**config.mk**
```make
export PLATFORM = sky130hd
export DESIGN_NAME = demux_2bits_buf
export DESIGN_NICKNAME = d
export VERILOG_FILES = /design/src/rtl/demux_2bits_buf.sv
export SDC_FILE = /design/constraint.sdc
export NUM_CORES = 1
export LEC_CHECK = 0
export BUFFER_PORTS_ARGS = -buffer_cell sky130_fd_sc_hd__buf_2
export CORE_MARGIN = 1
export CORE_UTILIZATION = 44
export CTS_CLUSTER_SIZE = 25
export DETAILED_ROUTE_END_ITERATION = 8
export PLACE_DENSITY = 0.75
export SKIP_CTS_REPAIR_TIMING = 1
export SLEW_MARGIN = 20
export SYNTH_ARGS = -nofsm -noshare
export SYNTH_HDL_FRONTEND = slang
export SYNTH_SLANG_ARGS = --single-unit
```
**constraint.sdc**
```tcl
create_clock -name clock -period 1.2 [get_ports clock]
set_input_delay 0.06 -clock clock [delete_from_list [all_inputs] [get_ports clock]]
set_output_delay 0.06 -clock clock [all_outputs]
set_load 0.01 [all_outputs]
```
**src/rtl/demux_2bits_buf.sv**
```systemverilog
// 1-to-4 buffered demultiplexer: one holding register plus valid/ready per channel.
// Optional per-channel accepted-transfer counters are enabled by defining DEMUX_CONT_EN.
module demux_2bits_buf #(
    parameter int LARGURA      = 8,
    parameter int CONT_LARGURA = 8
) (
    input  logic                    clock,
    input  logic                    reset,
    input  logic [1:0]              controle,
    input  logic [LARGURA-1:0]      entrada,
    input  logic                    valid_in,
    output logic                    ready_in,
    output logic [LARGURA-1:0]      saida1,
    output logic [LARGURA-1:0]      saida2,
    output logic [LARGURA-1:0]      saida3,
    output logic [LARGURA-1:0]      saida4,
    output logic [3:0]              valid_out,
`ifdef DEMUX_CONT_EN
    input  logic [3:0]              ready_out,
    output logic [CONT_LARGURA-1:0] cont1,
    output logic [CONT_LARGURA-1:0] cont2,
    output logic [CONT_LARGURA-1:0] cont3,
    output logic [CONT_LARGURA-1:0] cont4
`else
    input  logic [3:0]              ready_out
`endif
);

    logic [LARGURA-1:0] r_dados [4];
    logic [3:0]         r_valid;
    logic [3:0]         w_load;

    // A channel accepts when empty or when its consumer drains it this same cycle.
    assign ready_in = !r_valid[controle] | ready_out[controle];

    genvar gi;
    generate
        for (gi = 0; gi < 4; gi++) begin : g_canal
            assign w_load[gi] = valid_in & ready_in & (controle == 2'(gi));

            always_ff @(posedge clock) begin
                if (reset) begin
                    r_valid[gi] <= 1'b0;
                    r_dados[gi] <= '0;
                end else if (w_load[gi]) begin
                    r_valid[gi] <= 1'b1;
                    r_dados[gi] <= entrada;
                end else if (ready_out[gi]) begin
                    r_valid[gi] <= 1'b0;
                end
            end
        end
    endgenerate

    assign valid_out = r_valid;
    assign saida1    = r_dados[0];
    assign saida2    = r_dados[1];
    assign saida3    = r_dados[2];
    assign saida4    = r_dados[3];

`ifdef DEMUX_CONT_EN
    logic [CONT_LARGURA-1:0] r_cont [4];

    generate
        for (gi = 0; gi < 4; gi++) begin : g_cont
            // Wraps naturally at 2^CONT_LARGURA.
            always_ff @(posedge clock) begin
                if (reset)
                    r_cont[gi] <= '0;
                else if (w_load[gi])
                    r_cont[gi] <= r_cont[gi] + 1'b1;
            end
        end
    endgenerate

    assign cont1 = r_cont[0];
    assign cont2 = r_cont[1];
    assign cont3 = r_cont[2];
    assign cont4 = r_cont[3];
`endif

endmodule
```
==> results of run 1 <==
-- Yosys cell counts (all sizes together) --
cell type  count  area share
edfxtp        32        0.63
nor3          32        0.11
nand3b        10       0.049
buf            6       0.029
clkbuf         5       0.012
a21oi          4       0.013
a41o           4       0.026
dfxtp          4       0.053
nand2b         4       0.016
nor2b          4       0.016
inv            2      0.0049
or2b           2      0.0099
mux4           1       0.015
nand2          1      0.0025
nand3          1      0.0033
or2            1      0.0041
or3b           1      0.0058
-- per-stage QoR --
step | instances | total power, W | setup WS, ps | cell area [sq um]
after global routing | 216 | 0.002363 | -430.7 | 1933
after CTS | 212 | 0.002276 | -422.3 | 1882
after detailed placement | 205 | 0.001719 | -65.28 | 1836
after floorplan | 114 | 0.001615 | 5.995 | 1540
final | 216 | 0.002276 | -387.4 | 1933
after global placement | 205 | 0.001710 | -25.16 | 1836
-- path summary, 6_finish.rpt --
check / startpoint / to / slack [ps] / depth (start not counted)
min reg2reg: valid_out[0] / valid_out[0] / 550 / 2
max reg2reg: valid_out[1] / r_dados[1][4] / -50 / 3
max: valid_out[1] / ready_in / -390 / 3
min: ready_out[0] / valid_out[0] / 60 / 3
-- cell families (layout without fill, tap and decap cells) --
logic type,count (synthesis),in the layout,synth area share
DFF,36,36,0.6859
AOI/OAI and AO/OA,8,8,0.03957
and+or+nand+nor,56,56,0.2135
buffers and inverters,13,71,0.04616
muxes,1,1,0.01484
-- critical path, stage by stage, from the launching register on --
cell and delay (ps):
dfxtp_2 330, or2b_1 260, mux4_2 470, buf_6 140
-- cell usage in the layout (no fill, tap or decap), types with 4 or more instances in the layout --
cell	instances
a21oi_1	4
buf_2	52
buf_4	9
clkbuf_4	5
edfxtp_1	32
nand2b_1	4
nand3b_1	10
nor3_1	32
-- metal layers --
metal | global-route usage | part of all wire | vias up
met1 | 0.2383 | 0.45 | 519
met2 | 0.2779 | 0.47 | 49
li1 | - | - | 546
met4 | 0.09740 | 0.016 | 0
met3 | 0.05117 | 0.068 | 6
met5 | 0 | 0 | -
-- cell type report --
cell class	instances	area, sq um
tap	44	55.05
inverter	2	7.507
timing repair buffer	62	339.1
sequential	36	1044
fill	254	1220
clock buffer	6	41.29
multi-input combinational	65	441.7
clock inverter	1	5.005
-- report_power, final --
| part | leakage [nW] | switching [W] | total, W | internal, W |
|---|---|---|---|---|
| sequential | 0.378 | 0.0000138 | 0.00143 | 0.00142 |
| combinational | 0.397 | 0.000163 | 0.000270 | 0.000108 |
| clock | 0.0281 | 0.000357 | 0.000573 | 0.000216 |
-- state kept, by name, indices dropped and copies added, names as in the netlist --
register,count
r_dados,32
valid_out,4
==> impl_metrics.csv, run 1 <==
group,metric,value,unit
outcome,status,"complete, but fails checks",
outcome,violations,"setup timing",
finish,drive_gt1_frac,0.4535,
finish,syn2layout_area_growth,27.37,%
critical_path,crit_path_max_fanout,3,
critical_path,critical_path_class,"reg2out",
clock_tree,cts_root_buf,"clkbuf_4",
global_route,grt_first_pass_wirelength,4609,microns
timing,setup_violations,17,
timing,final.setup.tns,-922.8,ps
route,drcViolationCount,0,
critical_path,crit_required,1140,ps
yosys,ys_seq_area_frac,0.6859,
route,drt_iter0_drc,35,
timing,hold_viol_final,0,
yosys,ys_ff_latch,36,
route,vias,1120,
global_route,grt-ovfl-total,0,
die,dieArea,3688,sq um
yosys,syn-cell-area,1518,sq um
worst_hold_path,hold_class,"in2reg",
clock_tree,cts.reportedPaths.clkPinSlew,100,ps
yosys,syn_avg_cell_area,13.31,sq um
yosys,syn-instance-count,114,
timing,tightest_slew,314.5,ps
place,port-buffer-count,53,
timing,min_period,1587,ps
clock_tree,cts_sinks,36,
clock_tree,tritoncts,"done",
power,p_per_area,1177,nW/um^2
place,place_hpwl,2309,microns
global_route,grt_use_total,0.1823,
route,finalWirelength,3172,microns
critical_path,critPathLaunchType,"register",
critical_path,cp-end-kind,"output pin",
route,viasPerCell,5.185,
clock_tree,worstSkewPairLatency,320,ps
global_route,grt_max_degree,17,
die,die_w,60.73,microns
finish,antennaDiodeCount,0,
timing,drv_slew,0,
finish,nNetsFinal,189,
global_route,grt_pass1_vias,991,
clock_tree,cts_buffers,5,
yosys,yosysWarnings,0,
die,start_util,0.4813,
timing,fin_crit_sh,1.323,
route,dr.pass1.iters,4,
run,maxCapViolCount,0,
finish,final_util,0.6131,
power,p_leak,0.8029,nW
timing,clock_skew,3.228,ps
timing,setup_slack,-387.4,ps
place,gp_congestion,0.7623,
die,io_pins,54,
timing,timing.fmax,630.0,MHz
die,core_area,3153,sq um
global_route,grt_antenna_before_repair,0,
yosys,synth_cell_types,21,
power,ir_drop,0.6454,mV
clock_tree,clockBufferDepth,2,
die,num_rows,20,
die,die_h,60.73,microns
route,drtAntennaViolNets,0,
timing,grt_setup_unrepaired,"yes",
clock_tree,htree_levels,2,
route,wl_per_cell,14.69,microns
timing,slew_headroom,0.7894,
critical_path,crit_arrival,1530,ps
yosys,synth_nets,131,
timing,hold_ws,64.19,ps
(Power assumes the default switching activity.)
==> run 2, diff against run 1 <==
--- a/config.mk
+++ b/config.mk
@@ -5,12 +5,12 @@
 export SDC_FILE = /design/constraint.sdc
 export NUM_CORES = 1
 export LEC_CHECK = 0
-export BUFFER_PORTS_ARGS = -buffer_cell sky130_fd_sc_hd__buf_2
 export CORE_MARGIN = 1
-export CORE_UTILIZATION = 44
+export CORE_UTILIZATION = 50
 export CTS_CLUSTER_SIZE = 25
 export DETAILED_ROUTE_END_ITERATION = 8
-export PLACE_DENSITY = 0.75
+export DONT_BUFFER_PORTS = 1
+export PLACE_DENSITY = 0.68
 export SKIP_CTS_REPAIR_TIMING = 1
 export SLEW_MARGIN = 20
 export SYNTH_ARGS = -nofsm -noshare
==> impl_metrics.csv, run 2 (synthesis gave the netlist of run 1 again) <==
group,metric,value,unit
outcome,status,"complete, but fails checks",
outcome,violations,"DRC, hold timing, setup timing",
timing,drv_slew,0,
die,num_rows,19,
die,die_w,57.10,microns
finish,nNetsFinal,140,
clock_tree,cts.reportedPaths.clkPinSlew,120,ps
finish,stdcell_area,1720,sq um
timing,hold_ws,-89.58,ps
route,vias,971,
place,place_hpwl,2127,microns
global_route,grt_pass1_vias,808,
critical_path,critical_path_class,"reg2out",
critical_path,crit_arrival,1480,ps
power,p_per_area,1457,nW/um^2
finish,largest_reg_flops,32,
route,wl_per_cell,21.01,microns
global_route,grt_use_total,0.1980,
route,finalWirelength,3257,microns
power,p_switching,0.0005334,W
timing,clock_skew,17.34,ps
die,io_pins,54,
place,placed_area,1569,sq um
power,p_comb_frac,0.063,
place,preCtsSetupSlack,11.95,ps
clock_tree,cts_sinks,36,
global_route,grt_first_pass_wirelength,4367,microns
finish,antennaDiodeCount,0,
power,ir_drop,0.8463,mV
power,p_leak,0.5975,nW
run,maxCapViolCount,0,
die,dieArea,3260,sq um
place,dp.cells,141,
place,gp_congestion,0.7536,
power,p_int,0.001974,W
finish,final_cell_mix,"nor3_1, edfxtp_1, nand3b_1",
clock_tree,clockBufferDepth,2,
route,drt_iter0_drc,46,
critical_path,crit_path_max_fanout,3,
critical_path,critPathLaunchType,"register",
timing,grt_setup_unrepaired,"yes",
route,dr.pass1.iters,6,
global_route,grt-ovfl-total,0,
timing,setup_violations,17,
finish,syn2layout_area_growth,13.36,%
critical_path,crit_required,1140,ps
power,seqPwrFrac,0.586,
timing,tightest_slew,478.4,ps
timing,min_period,1538,ps
die,start_util,0.5410,
place,port-buffer-count,0,
power,swShare,0.2128,
critical_path,cp-end-kind,"output pin",
timing,slew_headroom,0.6804,
clock_tree,tritoncts,"done",
route,viasPerCell,6.265,
worst_hold_path,hold_class,"in2reg",
clock_tree,htree_levels,2,
finish,regMostFlops,"r_dados",
timing,setup_slack,-338.5,ps
timing,fin_crit_sh,1.282,
clock_tree,cts_root_buf,"clkbuf_4",
die,die_h,57.10,microns
route,drtAntennaViolNets,0,
timing,timing.fmax,650.0,MHz
finish,drive_gt1_frac,0.2097,
clock_tree,worstSkewPairLatency,340,ps
timing,hold_viol_final,3,
route,drcViolationCount,6,
power,pwr-share-clk,0.351,
finish,stdcell_count,155,
global_route,grt_antenna_before_repair,0,
global_route,grt_max_degree,17,
die,core_area,2805,sq um
finish,final_util,0.6133,
clock_tree,cts_buffers,5,
run 2: cell types whose count changed in the layout (fill, tap and decap cells not counted), sizes merged:
cell	previous run	this run
dlygate4sd3	0	4
bufinv	0	1
buf	62	9
run 2: critical path, cell delays in order, from the launching register on:
cell	delay (ps)
dfxtp_2	360
or2b_4	280
mux4_2	500
run 2: metal layers:
layer  global-route usage  up-vias  part of all wire
met5                    0        -                 0
met4              0.09059        0             0.012
met3              0.09977        5              0.11
met2               0.2840       63              0.47
met1               0.2527      457              0.41
li1                     -      446                 -
run 2: cell type report:
class	count	area, sq um
timing repair buffer	13	107.6
inverter	2	7.507
sequential	36	1044
clock buffer	6	51.30
multi-input combinational	65	437.9
clock inverter	2	33.78
tap	31	38.79
fill	231	1085
run 2: power by group through the flow:
stage                     clock (W)  combinational [W]  sequential (W)
final                      0.000880           0.000157         0.00147
after global routing       0.000936           0.000167         0.00147
after CTS                  0.000883           0.000132         0.00147
after detailed placement          0           0.000131         0.00150
after global placement            0           0.000128         0.00150
after floorplan                   0           0.000121         0.00149
run 2: through the flow:
| step | total power [W] | TNS, ps |
|---|---|---|
| 6_report | 0.002507 | -905.4 |
| 5_1_grt | 0.002578 | -1442 |
| 4_1_cts | 0.002486 | -496.1 |
| 3_5_place_dp | 0.001631 | 0 |
| 3_3_place_gp | 0.001626 | 0 |
| 2_1_floorplan | 0.001615 | 0 |
run 2: path summary, 6_finish.rpt:
| check | start | cells past startpoint | slack [ps] | endpoint |
|---|---|---|---|---|
| worst min-delay path | ready_out[1] | 2 | -90 | valid_out[1] |
| worst min register to register | valid_out[0] | 2 | 610 | valid_out[0] |
| worst max-delay path | valid_out[1] | 2 | -340 | ready_in |
| worst max register to register | valid_out[1] | 3 | -40 | r_dados[1][3] |
